$ cat config.mk
export PLATFORM = sky130hd
export DESIGN_NAME = pipe_hazard_ctrl_flat
export DESIGN_NICKNAME = d
export VERILOG_FILES = /design/src/rtl/pipe_hazard_ctrl_if.sv /design/src/rtl/pipe_hazard_ctrl.sv /design/src/flat_wrapper.sv
export SDC_FILE = /design/constraint.sdc
export NUM_CORES = 1
export LEC_CHECK = 0
export BUFFER_PORTS_ARGS = -buffer_cell sky130_fd_sc_hd__buf_2
export CAP_MARGIN = 20
export CORE_ASPECT_RATIO = 1.2
export CORE_MARGIN = 2
export CORE_UTILIZATION = 39
export DETAILED_ROUTE_END_ITERATION = 7
export PLACE_DENSITY = 0.8
export SETUP_SLACK_MARGIN = 0.3
export SYNTH_ARGS = -nofsm -noshare
export SYNTH_HDL_FRONTEND = slang
export SYNTH_SLANG_ARGS = --single-unit
$ cat constraint.sdc
create_clock -name clk -period 2.45 [get_ports clk]
set_clock_uncertainty 0.2 [all_clocks]
set_input_delay 0.1225 -clock clk [delete_from_list [all_inputs] [get_ports clk]]
set_output_delay 0.1225 -clock clk [all_outputs]
set_load 0.01 [all_outputs]
$ cat src/rtl/pipe_hazard_ctrl_if.sv
`default_nettype none
// +------------------------------------------------------------------+
// | pipe_hazard_ctrl_if : pipeline-stage view and hazard-control bus |
// | Revision 1.0                                                     |
// +------------------------------------------------------------------+
interface pipe_hazard_ctrl_if #(
   parameter int CNT_W = 16
);
   logic [31:0]      ID_instr;
   logic [31:0]      EX_instr;
   logic [4:0]       EX_WriteDst;
   logic [31:0]      MEM_instr;
   logic             branch_taken;
   logic             dmem_ack;
   logic             pc_en;
   logic             if_id_en;
   logic             id_ex_en;
   logic             ex_mem_en;
   logic             mem_wb_en;
   logic             if_id_flush;
   logic             id_ex_flush;
   logic             dmem_req;
   logic [1:0]       state;
   logic             mem_err;
   logic [CNT_W-1:0] stall_cnt;

   modport slave (
      input  ID_instr, EX_instr, EX_WriteDst, MEM_instr, branch_taken, dmem_ack,
      output pc_en, if_id_en, id_ex_en, ex_mem_en, mem_wb_en,
      output if_id_flush, id_ex_flush, dmem_req, state, mem_err, stall_cnt
   );

   modport master (
      output ID_instr, EX_instr, EX_WriteDst, MEM_instr, branch_taken, dmem_ack,
      input  pc_en, if_id_en, id_ex_en, ex_mem_en, mem_wb_en,
      input  if_id_flush, id_ex_flush, dmem_req, state, mem_err, stall_cnt
   );
endinterface
`default_nettype wire

$ cat src/rtl/pipe_hazard_ctrl.sv
`default_nettype none
// +------------------------------------------------------------------+
// | pipe_hazard_ctrl : load-use / branch / memory-freeze controller  |
// | Revision 1.0                                                     |
// +------------------------------------------------------------------+
module pipe_hazard_ctrl #(
   parameter int MEM_TIMEOUT = 16,
   parameter int CNT_W       = 16
) (
   input  wire logic         clk,
   input  wire logic         rst,
   pipe_hazard_ctrl_if.slave bus
);
   typedef enum logic [1:0] {
      ST_RUN      = 2'd0,
      ST_MEM_WAIT = 2'd1,
      ST_RELEASE  = 2'd2
   } state_t;

   localparam logic [5:0] c_OP_LW    = 6'b100011;
   localparam logic [5:0] c_OP_SW    = 6'b101011;
   localparam logic [7:0] c_TMR_LAST = 8'(MEM_TIMEOUT - 1);

   state_t           state_q, state_d;
   logic [7:0]       timer_q, timer_d;
   logic             mem_err_q, mem_err_d;
   logic [CNT_W-1:0] stall_cnt_q, stall_cnt_d;

   logic w_mem_op, w_load_use;
   logic w_pc_en, w_if_id_en, w_id_ex_en, w_ex_mem_en, w_mem_wb_en;
   logic w_if_id_flush, w_id_ex_flush, w_dmem_req;

   assign w_mem_op   = (bus.MEM_instr[31:26] == c_OP_LW) || (bus.MEM_instr[31:26] == c_OP_SW);
   assign w_load_use = (bus.EX_instr[31:26] == c_OP_LW) && (bus.EX_WriteDst != 5'd0) &&
                       ((bus.EX_WriteDst == bus.ID_instr[25:21]) ||
                        (bus.EX_WriteDst == bus.ID_instr[20:16]));

   always_comb begin
      state_d       = state_q;
      timer_d       = timer_q;
      mem_err_d     = mem_err_q;
      w_pc_en       = 1'b0;
      w_if_id_en    = 1'b0;
      w_id_ex_en    = 1'b0;
      w_ex_mem_en   = 1'b0;
      w_mem_wb_en   = 1'b0;
      w_if_id_flush = 1'b0;
      w_id_ex_flush = 1'b0;
      w_dmem_req    = 1'b0;
      case (state_q)
         ST_RUN: begin
            w_dmem_req = w_mem_op;
            // Freeze outranks branch, branch outranks load-use.
            if (w_mem_op && !bus.dmem_ack) begin
               state_d = ST_MEM_WAIT;
               timer_d = 8'd0;
            end else if (bus.branch_taken) begin
               {w_pc_en, w_if_id_en, w_id_ex_en, w_ex_mem_en, w_mem_wb_en} = 5'b11111;
               w_if_id_flush = 1'b1;
               w_id_ex_flush = 1'b1;
            end else if (w_load_use) begin
               {w_pc_en, w_if_id_en, w_id_ex_en, w_ex_mem_en, w_mem_wb_en} = 5'b00111;
               w_id_ex_flush = 1'b1;
            end else begin
               {w_pc_en, w_if_id_en, w_id_ex_en, w_ex_mem_en, w_mem_wb_en} = 5'b11111;
            end
         end
         ST_MEM_WAIT: begin
            w_dmem_req = w_mem_op;
            timer_d    = timer_q + 8'd1;
            if (bus.dmem_ack) begin
               {w_pc_en, w_if_id_en, w_id_ex_en, w_ex_mem_en, w_mem_wb_en} = 5'b11111;
               state_d = ST_RUN;
            end else if (timer_q == c_TMR_LAST) begin
               mem_err_d = 1'b1;
               state_d   = ST_RELEASE;
            end
         end
         ST_RELEASE: begin
            {w_pc_en, w_if_id_en, w_id_ex_en, w_ex_mem_en, w_mem_wb_en} = 5'b11111;
            state_d = ST_RUN;
         end
         default: state_d = ST_RUN;
      endcase
      stall_cnt_d = stall_cnt_q;
      if (!w_pc_en && (stall_cnt_q != {CNT_W{1'b1}})) begin
         stall_cnt_d = stall_cnt_q + 1'b1;
      end
   end

   always_ff @(posedge clk or posedge rst) begin
      if (rst) begin
         state_q     <= ST_RUN;
         timer_q     <= 8'd0;
         mem_err_q   <= 1'b0;
         stall_cnt_q <= '0;
      end else begin
         state_q     <= state_d;
         timer_q     <= timer_d;
         mem_err_q   <= mem_err_d;
         stall_cnt_q <= stall_cnt_d;
      end
   end

   assign bus.pc_en       = w_pc_en       & ~rst;
   assign bus.if_id_en    = w_if_id_en    & ~rst;
   assign bus.id_ex_en    = w_id_ex_en    & ~rst;
   assign bus.ex_mem_en   = w_ex_mem_en   & ~rst;
   assign bus.mem_wb_en   = w_mem_wb_en   & ~rst;
   assign bus.if_id_flush = w_if_id_flush & ~rst;
   assign bus.id_ex_flush = w_id_ex_flush & ~rst;
   assign bus.dmem_req    = w_dmem_req    & ~rst;
   assign bus.state       = state_q;
   assign bus.mem_err     = mem_err_q;
   assign bus.stall_cnt   = stall_cnt_q;

   logic unused_bits;
   assign unused_bits = ^{bus.ID_instr[31:26], bus.ID_instr[15:0],
                          bus.EX_instr[25:0], bus.MEM_instr[25:0]};
endmodule
`default_nettype wire

$ cat src/flat_wrapper.sv
// flat-port wrapper written by rule: the top's interface ports become plain ports
module pipe_hazard_ctrl_flat 
#(
   parameter int MEM_TIMEOUT = 16,
   parameter int CNT_W       = 16
)
  (clk, rst, bus_ID_instr, bus_EX_instr, bus_EX_WriteDst, bus_MEM_instr, bus_branch_taken, bus_dmem_ack, bus_pc_en, bus_if_id_en, bus_id_ex_en, bus_ex_mem_en, bus_mem_wb_en, bus_if_id_flush, bus_id_ex_flush, bus_dmem_req, bus_state, bus_mem_err, bus_stall_cnt);
  pipe_hazard_ctrl_if #(.CNT_W(CNT_W)) bus_i ();
  input  wire logic clk;
  input  wire logic rst;
  input wire logic [$bits(bus_i.ID_instr)-1:0] bus_ID_instr;
  input wire logic [$bits(bus_i.EX_instr)-1:0] bus_EX_instr;
  input wire logic [$bits(bus_i.EX_WriteDst)-1:0] bus_EX_WriteDst;
  input wire logic [$bits(bus_i.MEM_instr)-1:0] bus_MEM_instr;
  input wire logic [$bits(bus_i.branch_taken)-1:0] bus_branch_taken;
  input wire logic [$bits(bus_i.dmem_ack)-1:0] bus_dmem_ack;
  output wire logic [$bits(bus_i.pc_en)-1:0] bus_pc_en;
  output wire logic [$bits(bus_i.if_id_en)-1:0] bus_if_id_en;
  output wire logic [$bits(bus_i.id_ex_en)-1:0] bus_id_ex_en;
  output wire logic [$bits(bus_i.ex_mem_en)-1:0] bus_ex_mem_en;
  output wire logic [$bits(bus_i.mem_wb_en)-1:0] bus_mem_wb_en;
  output wire logic [$bits(bus_i.if_id_flush)-1:0] bus_if_id_flush;
  output wire logic [$bits(bus_i.id_ex_flush)-1:0] bus_id_ex_flush;
  output wire logic [$bits(bus_i.dmem_req)-1:0] bus_dmem_req;
  output wire logic [$bits(bus_i.state)-1:0] bus_state;
  output wire logic [$bits(bus_i.mem_err)-1:0] bus_mem_err;
  output wire logic [$bits(bus_i.stall_cnt)-1:0] bus_stall_cnt;
  assign bus_i.ID_instr = bus_ID_instr;
  assign bus_i.EX_instr = bus_EX_instr;
  assign bus_i.EX_WriteDst = bus_EX_WriteDst;
  assign bus_i.MEM_instr = bus_MEM_instr;
  assign bus_i.branch_taken = bus_branch_taken;
  assign bus_i.dmem_ack = bus_dmem_ack;
  assign bus_pc_en = bus_i.pc_en;
  assign bus_if_id_en = bus_i.if_id_en;
  assign bus_id_ex_en = bus_i.id_ex_en;
  assign bus_ex_mem_en = bus_i.ex_mem_en;
  assign bus_mem_wb_en = bus_i.mem_wb_en;
  assign bus_if_id_flush = bus_i.if_id_flush;
  assign bus_id_ex_flush = bus_i.id_ex_flush;
  assign bus_dmem_req = bus_i.dmem_req;
  assign bus_state = bus_i.state;
  assign bus_mem_err = bus_i.mem_err;
  assign bus_stall_cnt = bus_i.stall_cnt;
  pipe_hazard_ctrl #(.MEM_TIMEOUT(MEM_TIMEOUT), .CNT_W(CNT_W)) u_core (.clk(clk), .rst(rst), .bus(bus_i));
endmodule
Yosys cells after proc, flatten, opt, wreduce, memory -nomap -nowiden
Cells that the tools add are included.
- register bits: 27
- input port bits: 105
- output and inout port bits: 27
- word-level logic and storage cells: 60
- add/sub/neg operators: 2
- equality and inequality tests: 11
- muxes and demuxes: 21
- bitwise operators: 7
- reduce and logical (&&, ||, !) cells: 15
- operator list (cell ; number):
    $eq 6x6->1 const B ; 3
    $add 16x1->16 const B ; 1
    $ne 16x16->1 const B ; 1
    $pmux 8 s2 ; 1
    $mux 1 ; 13
    $eq 5x5->1 ; 2
    $add 8x1->8 const B ; 1
    $eq 8x4->1 const B ; 1
    $mux 8 ; 1
    $mux 2 ; 3
    $pmux 1 s3 ; 2
    $and 1x1->1 ; 5
    $reduce_bool 5->1 ; 1
    $logic_and 1x1->1 ; 4
    $pmux 2 s2 ; 1
    $reduce_and 2->1 ; 2
    $ne 3x2->1 const B ; 1
    $reduce_and 3->1 ; 1
    $eq 2x1->1 const B ; 1
    $eq 2x2->1 const B ; 1
    $logic_not 1->1 ; 2
    $logic_not 2->1 ; 1
    $logic_or 1x1->1 ; 2
    $ne 2x1->1 const B ; 1
    other kinds (3) ; 4

Depth between registers and ports, before layout
Gate-level depths: netlist of the first run.
- depth after elaboration: 9
- mapped depth: 7
- gate-level depth less buffers: 6

Worst setup path after synthesis of the first run
No wires, ideal clock.
- kind: register to register
- from: register u_core.stall_cnt_q[5] (netlist: u_core.bus.stall_cnt[5])
- to: register u_core.stall_cnt_q[14] (netlist: u_core.bus.stall_cnt[14])
- setup time: 0.138 ns
- arrival: 1.621 ns
- data required time: 2.112 ns
- setup slack: 0.491 ns
- stages on the path, launching flop included: 8
- path buffers: 1
- period minus slack after synthesis: 1.959 ns
- cell sequence: dfrtp_1 > nand4_1 > nor2_1 > nand4_1 > nor3_4 > buf_4 > nor4_1 > xor2_1
- word-level cells in the longest chain between the ends: 2
- elaborated cells on any way between the ends: 3
- classes of those cells: add/sub: 1; eq/ne: 1; reduce/logical: 1
- ends and longest elaborated chain (element ; RTL line ; text):
    from (decl) ; pipe_hazard_ctrl.sv:27 ; logic [CNT_W-1:0] stall_cnt_q, stall_cnt_d;
    from (signal assigned) ; pipe_hazard_ctrl.sv:101 ; stall_cnt_q <= stall_cnt_d;
    branches (longest 2 deep; another with $add 16x1->16) ; - ;
Several ways; the timed one is not identified.
A chain may end at the register's enable or synchronous reset.

Worst setup path in the final report of the first run
- from: input bus_dmem_ack
- to: register u_core.stall_cnt_q[9] (netlist: u_core.bus.stall_cnt[9])
- word-level cells in the longest chain between the ends: 6
- elaborated cells on any way between the ends: 7
- classes of those cells: mux: 3; reduce/logical: 4
- ends and longest elaborated chain (element ; RTL line ; text):
    from (decl) ; flat_wrapper.sv:16 ; input wire logic [$bits(bus_i.dmem_ack)-1:0] bus_dmem_ack;
    $logic_not 1->1 ; pipe_hazard_ctrl.sv:54 ; if (w_mem_op && !bus.dmem_ack) begin
    $logic_and 1x1->1 ; pipe_hazard_ctrl.sv:54 ;
    $mux 1 ; pipe_hazard_ctrl.sv:54 ;
    $pmux 1 s3 * ; pipe_hazard_ctrl.sv:50 ; case (state_q)
    $logic_not 1->1 * ; pipe_hazard_ctrl.sv:86 ; if (!w_pc_en && (stall_cnt_q != {CNT_W{1'b1}})) begin
    $logic_and 1x1->1 * ; pipe_hazard_ctrl.sv:86 ;
Mark *: on every way between the ends. The rest lies on a longest branch, timed or not.

==> results.txt, run 1 <==
- Max-cap violation count: 0
- At the pin with the least slew margin, the transition time is 365 ps.
- Top-level port count: 132
- Of the available clock period, the critical path in the final layout requires 0.848.
* Kind of path behind the tightest hold check: input port to register
- Counting the fill cells in the layout gives 392.
* Final Slew Violations: 0
* Sum of net half-perimeters after detailed placement: 2660 µm
* Setup slack, reg-to-reg: 410 ps
- Grouping stages by cell kind, the critical path spends the most delay in buffers and inverters.
- In the layout the commonest cells are sky130_fd_sc_hd__buf_2 (56), sky130_fd_sc_hd__dfrtp_1 (25), sky130_fd_sc_hd__nand2_1 (16), sky130_fd_sc_hd__xor2_1 (15).
* Hold Violations, Final: 0
* Post-synthesis cell count: 167
- The run finished with clean final reports.
* Max VDD drop: 0.320 mV
- In this run the static leakage power is 1.03 nW.
* Iteration-0 DRC count of the detailed router: 70
- The floorplan step defined a die boundary enclosing 0.00474 mm².
* Number of instances in the placed design: 275
- Number of distinct library cells after synthesis: 37
- Total clock buffers created by CTS: 3
* Antenna Cells: 0
- The via count of the first global-routing pass came to 1337.
- The critical path goes through dlygate4sd3_1 > buf_2 > and3_1 > nor3_4 > a31oi_4 > buf_4 > nor4_2 > xor2_1.
* # port buffers: 56
- Dividing the detail-routed via count by the number of cells gives 5.04.
* Clock latency on the worst-skew pair: 260 ps
* Die height: 75.0 µm
* Starting Density: 0.412
- Once placement finished, the instance area stood at 0.00197 mm².
- Kind of start point of the critical path: input port
- Root Buffer Master: sky130_fd_sc_hd__clkbuf_8
- The library cell used most frequently in the layout, excluding fill and tap cells, is sky130_fd_sc_hd__buf_2.
- Based on the critical path, the design can be clocked at up to 481 MHz.
- Setup TNS after final layout: 0 ps
- After synthesis, the share of cell area in mux cells is 0.0138.
- Hold Worst Slack: 46.1 ps
- Post-Synth XOR/XNOR Area: 0.139
- Share of cells above drive strength 1: 0.379
* Floorplan Core Area: 0.00397 mm²
- Endpoint type of the worst setup path: register
* Critical-path top delay cell: sky130_fd_sc_hd__dlygate4sd3_1
* Global-route wire length before repair: 5690 µm
- Routability-driven placement finished with a final weighted congestion of 0.790.
* Combinational family with the most area after synthesis: simple AND/OR/NAND/NOR gates
- Summing all non-filler instances in the final layout gives an area of 0.00208 mm².
- CTS built an H-tree with a depth of 1.
- After clock tree synthesis, the clock-pin slew on the worst setup and hold paths is 90 ps.
* CTS tree: yes
- Entering global routing, the biggest net connects 28 pins.
* Postcts setup bufs: 0
- Relative to the synthesized area, the layout overhead comes to 26.7%.
* # rows: 25
* Average footprint of a synthesized cell: 9.81 µm²
* Maximum fanout along the worst path: 10
* Detailed-route wire length: 3390 µm
* Vias post-DR: 1416
* Power density of the placed cells: 511 mW/mm²
- WP data required: 2440 ps
- In this run the deepest clock path goes through 2 buffers.
* Syn nets: 274
- Area fraction in compound gates after synthesis: 0.0787
* Leading post-synthesis cells by cell area: sky130_fd_sc_hd__dfrtp_1 (41%), sky130_fd_sc_hd__xor2_1 (8.0%), sky130_fd_sc_hd__xnor2_1 (5.9%), sky130_fd_sc_hd__nand3_1 (4.0%), sky130_fd_sc_hd__nor4_2 (3.8%)
* Simple-gate area share of the yosys netlist: 0.304
* Critical Setup Path Class: input port to register
- Setup-violating endpoint count in the final report: 0
- CP Buf/Inv Count: 3
- After synthesis the netlist holds a flip-flop and latch count of 27.
- After detailed routing, the number of remaining DRC violations is 0.
* Final antenna-violating net count: 0
* Synth area leader: sky130_fd_sc_hd__dfrtp_1
- Measured along the x axis, the die boundary spans 63.2 µm.
- Post-synthesis instance area: 0.00164 mm²
* Sequential cell area fraction in the yosys report: 0.413
* Antenna violations before repair: 0
- Counting I/O delays and the setup requirement, the final critical path takes 2080 ps.
- Global-route total usage across every layer: 0.147
* Data arrival, critical path: 2070 ps
- Largest stage delay, worst path: 520 ps
- At the end of the flow, the number of nets in the layout was 335.
* RSZ-0062 raised after global routing: yes
- Layout Cells excl Fill: 281
- Clock sink total: 27
- Summed over all layers, the global routing overflow is 0.
* Worst rel slew slack: 0.756
- Post-Synth Adder-Cell Area: 0.0153
- Pre-Repair DR Iteration Count: 4
- Yosys printed 0 warnings.
- Synth top area share: 0.413
- In the final routed layout, each cell accounts on average for 12.1 µm.
-- worst paths after layout --
check                               startpoint                      end  cells after the start
hold / removal               bus_MEM_instr[30]      u_core.bus.state[0]                      4
min in group asynchronous                  rst        u_core.timer_q[6]                      4
max in group asynchronous                  rst      u_core.bus.state[1]                      4
setup reg to reg           u_core.bus.state[1]  u_core.bus.stall_cnt[9]                      7
hold reg to reg             u_core.bus.mem_err       u_core.bus.mem_err                      1
setup / recovery                  bus_dmem_ack  u_core.bus.stall_cnt[9]                      8
-- logic make-up (layout without fill, tap and decap cells) --
family,count (synthesis),after routing
buffers and inverters,10,70
XOR/XNOR,26,26
multiplexers,2,2
adder cells (fa/ha/maj),2,2
flip-flops,27,27
AND/OR/NAND/NOR,81,81
AO/OA/AOI/OAI,19,19
-- routing by layer --
layer  wire length, µm  vias up  track usage  share of wire
li1                  -      706            -              -
met1              1460      679        0.183           0.43
met2              1790       31        0.272           0.53
met3               138        0       0.0194          0.041
met4                 0        0       0.0370              0
met5                 0        -            0              0
-- registers in the layout, indices dropped and copies added, names as in the netlist --
signal	cells
u_core.bus.stall_cnt	16
u_core.timer_q	8
u_core.bus.state	2
u_core.bus.mem_err	1
-- metrics by stage --
stage	worst slack, ps	power (mW)	utilization
after floorplan	491	0.722	-
after global placement	328	0.808	0.496
after detailed placement	270	0.822	0.496
after CTS	313	1.07	0.517
after global routing	259	1.14	0.523
final	371	1.06	0.523
-- cell usage after synthesis, drive strengths merged --
| cell type | number |
|---|---|
| or2 | 2 |
| inv | 4 |
| nand3 | 13 |
| nor3b | 1 |
| a31oi | 1 |
| nand4b | 1 |
| and2 | 2 |
| and3 | 5 |
| o21ai | 12 |
| nor2 | 14 |
| nor4b | 2 |
| a2bb2oi | 1 |
| ha | 2 |
| xor2 | 15 |
| nor3 | 10 |
| nand4 | 4 |
| mux2 | 2 |
| clkbuf | 1 |
| xnor2 | 11 |
| o22ai | 1 |
| buf | 5 |
| nand2 | 16 |
| o211a | 1 |
| a21oi | 1 |
| a21boi | 1 |
| and2b | 1 |
| nor4 | 10 |
| dfrtp | 27 |
| a22o | 1 |
-- worst register-to-register path: stages (launching register included) --
cell and delay, ps:
sky130_fd_sc_hd__dfrtp_2 440, sky130_fd_sc_hd__inv_2 70, sky130_fd_sc_hd__and3_1 190, sky130_fd_sc_hd__nor3_4 170, sky130_fd_sc_hd__a31oi_4 190, sky130_fd_sc_hd__buf_4 220
sky130_fd_sc_hd__nor4_2 290, sky130_fd_sc_hd__xor2_1 190
-- cell type report --
class                           instances  area [µm²]  area share
Multi-Input combinational cell        130         940       0.453
Inverter                                4        15.0     0.00723
Sequential cell                        27         678       0.327
Clock buffer                            4        45.0      0.0217
Tap cell                               54        67.6      0.0325
Timing Repair Buffer                   62         330       0.159
-- what timing repair did --
item | CTS | global route
pin swaps | 0 | 2
hold buffers | 2 | 0
hold endpoints to repair | 29 | 0
gates resized for setup | 3 | 5
gates cloned | 0 | 0
setup endpoints to repair | 4 | 14
-- power by group --
group	internal [mW]	switching [mW]
sequential	0.511	0.0735
combinational	0.117	0.117
clock	0.116	0.127
total	0.744	0.318
Power figures use the tool's default switching activity.
==> run 2: changes to the inputs <==
- ABC_AREA: not set -> 1
- CORE_UTILIZATION: 39 -> 41
- clock period: 2.45 -> 2 ns (I/O delays scaled with it)
==> run 2 against run 1 <==
  * Clock-buffer cell count unchanged
  * Hold slack better by 39 ps
  * Clock power grew 35%
  * Sequential share of layout area fell by 8.5 points
  * Synthesized cell count increased by 62%
  * Global-route usage rose by 6.6 points
  * Utilization grew 13 points
  * First-iteration DRC count increased by 130%
  * Largest cell class unchanged
  * Non-clock buffer count increased by 31
  * Combinational power is 120% higher
  * Die area is 6.9% higher
==> results.txt, run 2 <==
- The signal on the critical path passes through nand2_1 > nor3b_2 > nand3_4 > buf_6 > nand2_8 > nand2_2 > nand2_1.
* Start point of the worst hold path: bus_dmem_ack
* Post-synthesis cell count: 270
- Kind of path behind the tightest hold check: input port to register
- Final Slew Violations: 0
* Cell area after placement: 0.00223 mm²
- Final antenna-violating net count: 0
* Critical-path top delay cell: sky130_fd_sc_hd__dfrtp_1
* Antenna violations before repair: 0
* Layout overhead on the synthesized area: 52.5%
- The number of buffers and inverters on the critical path is 1.
* Post-layout nets: 472
- Power density of the placed cells: 561 mW/mm²
- Average footprint of a synthesized cell: 6.84 µm²
- Detailed-route wire length: 6300 µm
- In the final timing run, aggregate negative setup slack is 0 ps.
* Worst Max-Slew Pin Slew: 394 ps
- Vias post-DR: 2215
- Across the VDD grid, the largest voltage drop is 0.357 mV.
- Syn nets: 377
* Post-synthesis async set-or-reset flop share: 1.00
* Floorplan Core Area: 0.00429 mm²
* Iteration-0 DRC count of the detailed router: 162
* Maximum fanout along the worst path: 8
* Max-cap violation count: 0
- In this run the count of I/O pins placed on the die edge is 132.
- Maximum number of pins on one net before global-route repair: 21
* Leading post-synthesis cells by cell area: sky130_fd_sc_hd__dfrtp_1 (37%), sky130_fd_sc_hd__nand2_1 (17%), sky130_fd_sc_hd__nand3_1 (9.7%), sky130_fd_sc_hd__inv_1 (7.7%), sky130_fd_sc_hd__nor2_1 (4.9%)
- At the worst endpoint, the arrival time is 1830 ps.
* Layer carrying the most global-route usage: met2
- The worst setup path is captured at a register.
- For this run, the total global-route usage over all layers was measured as 0.212.
* H-tree lvl count: 1
- For this run, the leading register cell type out of synthesis is sky130_fd_sc_hd__dfrtp_1.
- Clock tree synthesis selected as its root buffer the cell sky130_fd_sc_hd__clkbuf_8.
- Leading cell type in the layout, fill and taps excluded: sky130_fd_sc_hd__nand2_1
- Number of flip-flops in the largest register: 16
* Synth Warn #: 0
- At the placement stage, the worst setup path has a slack of 105 ps.
- After clock tree synthesis, the clock-pin slew on the worst setup and hold paths is 110 ps.
- Final worst setup slack: 187 ps
* Sum of net half-perimeters after detailed placement: 3350 µm
- In the global route stage, met2 resource usage came out at 0.382.
* Antenna Cells: 0
* CTS tree: yes
- # port buffers: 56
- # rows: 26
* Post-Route Utilization: 0.656
* Time the worst path needs with I/O delays and setup: 1810 ps
- After routing the design area is 0.00282 mm².
* Number of flip-flops and latches in the synthesized netlist: 27
- Number of instances in the placed design: 383
* Overall die area: 0.00506 mm²
- Setup repair after global routing could not meet its margin everywhere.
- Starting Density: 0.430
* Status: completed
- Top-count cell post-synth: sky130_fd_sc_hd__nand2_1
- Via count of the first global-routing pass: 1940
* Crit. Startpoint: u_core.bus.stall_cnt[14]
* Synth top area share: 0.366
* GR met3 Demand/Resource: 0.0304
- Post-synthesis instance area: 0.00185 mm²
* Setup-violating endpoint count in the final report: 0
- By startpoint and endpoint, the worst setup path is classified as register to register.
* Top delay family on crit path: simple AND/OR/NAND/NOR gates
* Share of cells above drive strength 1: 0.434
- Counting flops with a built-in enable in the synthesized netlist gives 0.
- Count of unresolved DRC violations after routing: 0
- Dividing the final minimum period by the clock period gives 0.906.
- Largest stage delay, worst path: 460 ps
* LEAKAGE: 1.49 nW
- Dividing the detail-routed wire length by the instance count gives 15.0 µm.
- The die is 77.5 µm tall.
- Layout Cells excl Fill: 420
- Most used cells in the layout excluding fill and tap cells: sky130_fd_sc_hd__nand2_1 (59), sky130_fd_sc_hd__buf_2 (54), sky130_fd_sc_hd__nand3_1 (35), sky130_fd_sc_hd__inv_1 (31), sky130_fd_sc_hd__buf_4 (29)
- By instance count, the cell type seen most on the critical path is sky130_fd_sc_hd__nand2_1.
- Total clock buffers created by CTS: 3
- Based on the critical path, the design can be clocked at up to 552 MHz.
* Clock sink total: 27
- Via density per instance: 5.27
* Pre-Repair DR Iteration Count: 5
- Clock latency on the worst-skew pair, taken at its later pin, is 280 ps.
- The synthesized design spends more area on one cell type than any other, namely sky130_fd_sc_hd__dfrtp_1.
- From left edge to right edge, the die measures 65.3 µm.
- After synthesis, the most frequently instantiated cells are sky130_fd_sc_hd__nand2_1 (83), sky130_fd_sc_hd__inv_1 (38), sky130_fd_sc_hd__nand3_1 (36).
- For met1 alone, demand over resource in global routing was 0.257.
* Max clock buf depth: 2
- After global routing the overflow that remains totals 0.
- The worst setup path is launched from a register.
- Global-route wire length before repair: 8600 µm
- Number of distinct library cells after synthesis: 25
* WP data required: 2010 ps
- Sequential cell area fraction in the yosys report: 0.366
- The congestion estimate from routability-driven global placement came to 0.866.
- The worst register-to-register path begins at u_core.bus.stall_cnt[14].
- The number of hold violations in the final report is 0.
- Worst rel slew slack: 0.737
## run 2: per-layer routing
layer | wire [µm] | part of all wire
met1 | 2180 | 0.35
met2 | 3130 | 0.50
met3 | 680 | 0.11
met4 | 316 | 0.050
met5 | 0 | 0
## run 2: path summary, 6_finish.rpt
check,endpoint,depth (start not counted),slack [ps]
worst max-delay path,u_core.bus.stall_cnt[6],7,190
worst max register to register,u_core.bus.stall_cnt[6],7,190
min in group asynchronous,u_core.bus.state[0],3,230
max in group asynchronous,u_core.bus.stall_cnt[9],4,740
worst min-delay path,u_core.bus.state[0],4,90
worst min register to register,u_core.bus.mem_err,1,300
## run 2: what timing repair did
item | in CTS | in global routing
buffers inserted | 13 | 13
pin swaps | 6 | 19
resized for setup | 15 | 59
hold buffers | 3 | 0
setup endpoints to repair | 21 | 25
endpoints found under the hold margin | 11 | 0
cloned | 2 | 2
## run 2: cells by family (layout without fill, tap and decap cells)
logic type / count (synthesis) / after routing / synth area share
AO/OA/AOI/OAI: 15 / 15 / 0.0420
XOR/XNOR: 16 / 16 / 0.0758
adder cells (fa/ha/maj): 2 / 2 / 0.0135
buffers and inverters: 44 / 135 / 0.101
flip-flops: 27 / 27 / 0.366
AND/OR/NAND/NOR: 166 / 169 / 0.402
## run 2: power by group
group | total, mW | switching [mW] | internal (mW)
combinational | 0.523 | 0.296 | 0.227
sequential | 0.730 | 0.0909 | 0.639
clock | 0.327 | 0.184 | 0.143
total | 1.58 | 0.571 | 1.01
## run 2: worst register-to-register path, stage by stage, from the launching register on
cell and delay, ps:
sky130_fd_sc_hd__dfrtp_1 460, sky130_fd_sc_hd__nand2_1 150, sky130_fd_sc_hd__nor3b_2 280, sky130_fd_sc_hd__nand3_4 220, sky130_fd_sc_hd__buf_6 190, sky130_fd_sc_hd__nand2_8 120
sky130_fd_sc_hd__nand2_2 70, sky130_fd_sc_hd__nand2_1 60
## run 2: area by class of cell
class                           count  area [µm²]
Multi-Input combinational cell    202        1250
Fill cell                         343        1480
Tap cell                           56        70.1
Inverter                           38         143
Sequential cell                    27         681
Clock buffer                        4        45.0
Timing Repair Buffer               93         631
## run 2: through the flow
stage	total power [mW]	hold WS, ps
4_1_cts	1.46	47.9
2_1_floorplan	0.967	-30.3
3_3_place_gp	1.10	-98.7
3_5_place_dp	1.12	-79.7
6_report	1.58	85.2
5_1_grt	1.67	128
==> run 3: changes to the inputs <==
- clock period: 2 -> 1.8 ns (I/O delays scaled with it)
==> run 3 against run 2 <==
  * The flow now finishes with violations (setup timing)
  * Hold slack worse by 36 ps
  * Wire length down 7.6%
  * First-iteration DRC count down 34%
  * Critical path type is now register to output pin
  * Critical endpoint is now bus_id_ex_en
==> results.txt, run 3 (same netlist as run 2, synthesis figures left out) <==
- Static timing analysis puts the maximum clock frequency at 544 MHz.
* Starting Density: 0.430
- TritonCTS built the clock tree.
- Broken down by cell family, the worst path's largest delay share belongs to flip-flops.
* Data arrival, critical path: 1550 ps
- Post-layout nets: 484
- After layout, the minimum clock period comes to 1840 ps.
- CTS placed an instance of sky130_fd_sc_hd__clkbuf_8 at the clock tree root.
- The repair_antennas step left the layout with diodes totalling 0.
- Number of logic stages on the critical path including buffering: 6
- Cell area after placement: 0.00236 mm²
- Final design area excluding fillers: 0.00289 mm²
- The min-delay analysis places its worst path in the category input port to register.
- LEAKAGE: 1.54 nW
* Count of unresolved DRC violations after routing: 0
- Total clock buffers created by CTS: 3
* Combined flip-flop and latch cell area: 679 µm²
- Clock sink total: 27
- The via count of the first global-routing pass came to 2025.
* Maximum number of pins on one net before global-route repair: 21
- In this run the horizontal extent of the chip is 65.3 µm.
- Floorplan Core Area: 0.00429 mm²
- Power density of the placed cells: 626 mW/mm²
- 132 I/O pins were placed.
- Tracing the worst setup path back leads to its startpoint at u_core.bus.state[0].
- Setup violations remaining at the end of the flow were counted as 5.
* Share of cells above drive strength 1: 0.415
* Worst flop-to-flop path endpoint: u_core.bus.stall_cnt[7]
- Pre-Repair DR Iteration Count: 5
* Detailed-route wire length: 5820 µm
- Cell chain of the critical path: nor2_2 > nand2_2 > buf_4 > a21oi_4 > buf_6 > buf_2
- For this design, the slowest cell found on the critical path is sky130_fd_sc_hd__dfrtp_1.
* Filler Cell Count: 319
* CP Buf/Inv Count: 3
* Vias post-DR: 2177
- Largest stage delay, worst path: 450 ps
- Start point of the worst hold path: bus_dmem_ack
* Worst Reg2Reg Path Length in Cells: 10
* Weighted congestion reported at the end of routability-driven placement: 0.885
* Critical path endpoint: bus_id_ex_en
- Via density per instance: 5.04
* Overall die area: 0.00506 mm²
- PnR Total Power: 1.81 mW
* Final antenna-violating net count: 0
* Residual overflow from global routing: 0
- Global-route wire length before repair: 8300 µm
* Final worst setup slack: -38.1 ps
- Clock latency on the worst-skew pair: 290 ps
- Max-cap violation count: 0
- Hold is met by 49.1 ps.
- The register with the most flip-flops in the layout has 16 of them.
* Leading cell type in the layout, fill and taps excluded: sky130_fd_sc_hd__nand2_1
- The number of antenna violations at the first check in global routing is 0.
* Clock-pin slew reported for the worst setup and hold paths after clock tree synthesis: 90 ps
* Die height: 77.5 µm
* Sum of net half-perimeters after detailed placement: 3600 µm
* Setup slack, reg-to-reg: 50 ps
* Critical register-to-register path startpoint: u_core.bus.state[0]
- Most used cells in the layout excluding fill and tap cells: sky130_fd_sc_hd__nand2_1 (75), sky130_fd_sc_hd__buf_2 (54), sky130_fd_sc_hd__buf_4 (36), sky130_fd_sc_hd__inv_1 (31), sky130_fd_sc_hd__nand3_1 (28)
- WP data required: 1510 ps
* Layout overhead on the synthesized area: 56.4%
- H-tree lvl count: 1
* Status: complete, but fails checks
* Maximum fanout along the worst path: 4
* Post-placement setup slack: 58.9 ps
- STA classifies the critical path endpoint as an output pin.
* Kind of start point of the critical path: register
- Final Slew Violations: 0
- Setup repair after global routing could not meet its margin everywhere.
- Of the available clock period, the critical path in the final layout requires 1.02.
- For the pin with the worst max-slew slack, the measured transition is 378 ps.
- Worst rel slew slack: 0.748
- Critical Setup Path Class: register to output pin
* Max clock buf depth: 2
- For this block, the initial DRC count from the detailed router was 107.
- In this run the core area contains 26 standard-cell rows.
- Global-route total usage across every layer: 0.208
- Hold Violations, Final: 0
- In the final layout, the multi-input gates occupy 0.00116 mm².
* Failing checks: setup timing
* Max VDD drop: 0.460 mV
* Per-cell routed wire length: 13.5 µm
- # port buffers: 56
==> run 3: cell types whose count changed in the layout (fill, tap and decap cells not counted), moves of 2 or more <==
cell,change
sky130_fd_sc_hd__nand3_1,-7
sky130_fd_sc_hd__nand2_8,-2
sky130_fd_sc_hd__nand2_2,-15
sky130_fd_sc_hd__o21ai_1,+5
sky130_fd_sc_hd__buf_6,+6
sky130_fd_sc_hd__nor3_1,+2
sky130_fd_sc_hd__nand2_4,-2
sky130_fd_sc_hd__buf_4,+7
sky130_fd_sc_hd__clkinvlp_4,+2
sky130_fd_sc_hd__nand3_2,+7
sky130_fd_sc_hd__nand2_1,+16
sky130_fd_sc_hd__nor2_4,-2
sky130_fd_sc_hd__nor2_1,+2
sky130_fd_sc_hd__o21ai_0,-4
==> run 3: power by group <==
group / switching (mW) / total, mW / internal, mW
sequential: 0.0816 / 0.790 / 0.708
clock: 0.208 / 0.366 / 0.158
combinational: 0.352 / 0.654 / 0.302
==> run 3: worst min path at each step <==
stage                               end  slack [ps]  cells after the start
floorplan            u_core.bus.mem_err         -40                      1
global placement     u_core.bus.mem_err         -50                      3
detailed placement   u_core.bus.mem_err         -40                      3
CTS                 u_core.bus.state[0]          60                      4
global route        u_core.bus.state[0]          70                      4
finish              u_core.bus.state[0]          50                      4
==> run 3: through the flow <==
stage,cells,setup TNS (ps),utilization
5_1_grt,432,-479,0.673
4_1_cts,415,0,0.605
3_5_place_dp,398,0,0.550
6_report,432,-190,0.673
2_1_floorplan,270,0,-
3_3_place_gp,398,0,0.550
==> run 3: area by class of cell <==
class | instances | area share
clock buffer | 3 | 0.0143
clock inverter | 1 | 0.00260
inverter | 38 | 0.0506
multi-input combinational | 199 | 0.403
sequential | 27 | 0.235
tap | 56 | 0.0242
timing repair buffer | 108 | 0.270
==> run 3: worst register-to-register path, cell delays in order (launching register included) <==
cell and delay, ps:
sky130_fd_sc_hd__dfrtp_1 440, sky130_fd_sc_hd__buf_6 130, sky130_fd_sc_hd__nand2_4 60, sky130_fd_sc_hd__o21ai_4 170, sky130_fd_sc_hd__inv_2 80, sky130_fd_sc_hd__buf_4 140
sky130_fd_sc_hd__nand2_4 70, sky130_fd_sc_hd__nand2_4 90, sky130_fd_sc_hd__buf_12 160, sky130_fd_sc_hd__nand3_1 70, sky130_fd_sc_hd__nand2_1 70
==> run 3: what timing repair did <==
| action | CTS | global route |
|---|---|---|
| pin swaps | 8 | 22 |
| gates resized for setup | 16 | 40 |
| gates cloned | 0 | 1 |
| endpoints found under the setup margin | 26 | 30 |
| endpoints found under the hold margin | 29 | 27 |
| buffers inserted | 10 | 15 |
| hold buffers | 3 | 1 |
==> run 3: per-layer routing <==
layer	global-route usage	part of all wire	vias to the layer above
li1	-	-	1065
met1	0.240	0.40	1000
met2	0.363	0.51	97
met3	0.0348	0.065	15
met4	0.104	0.029	0
met5	0	0	-
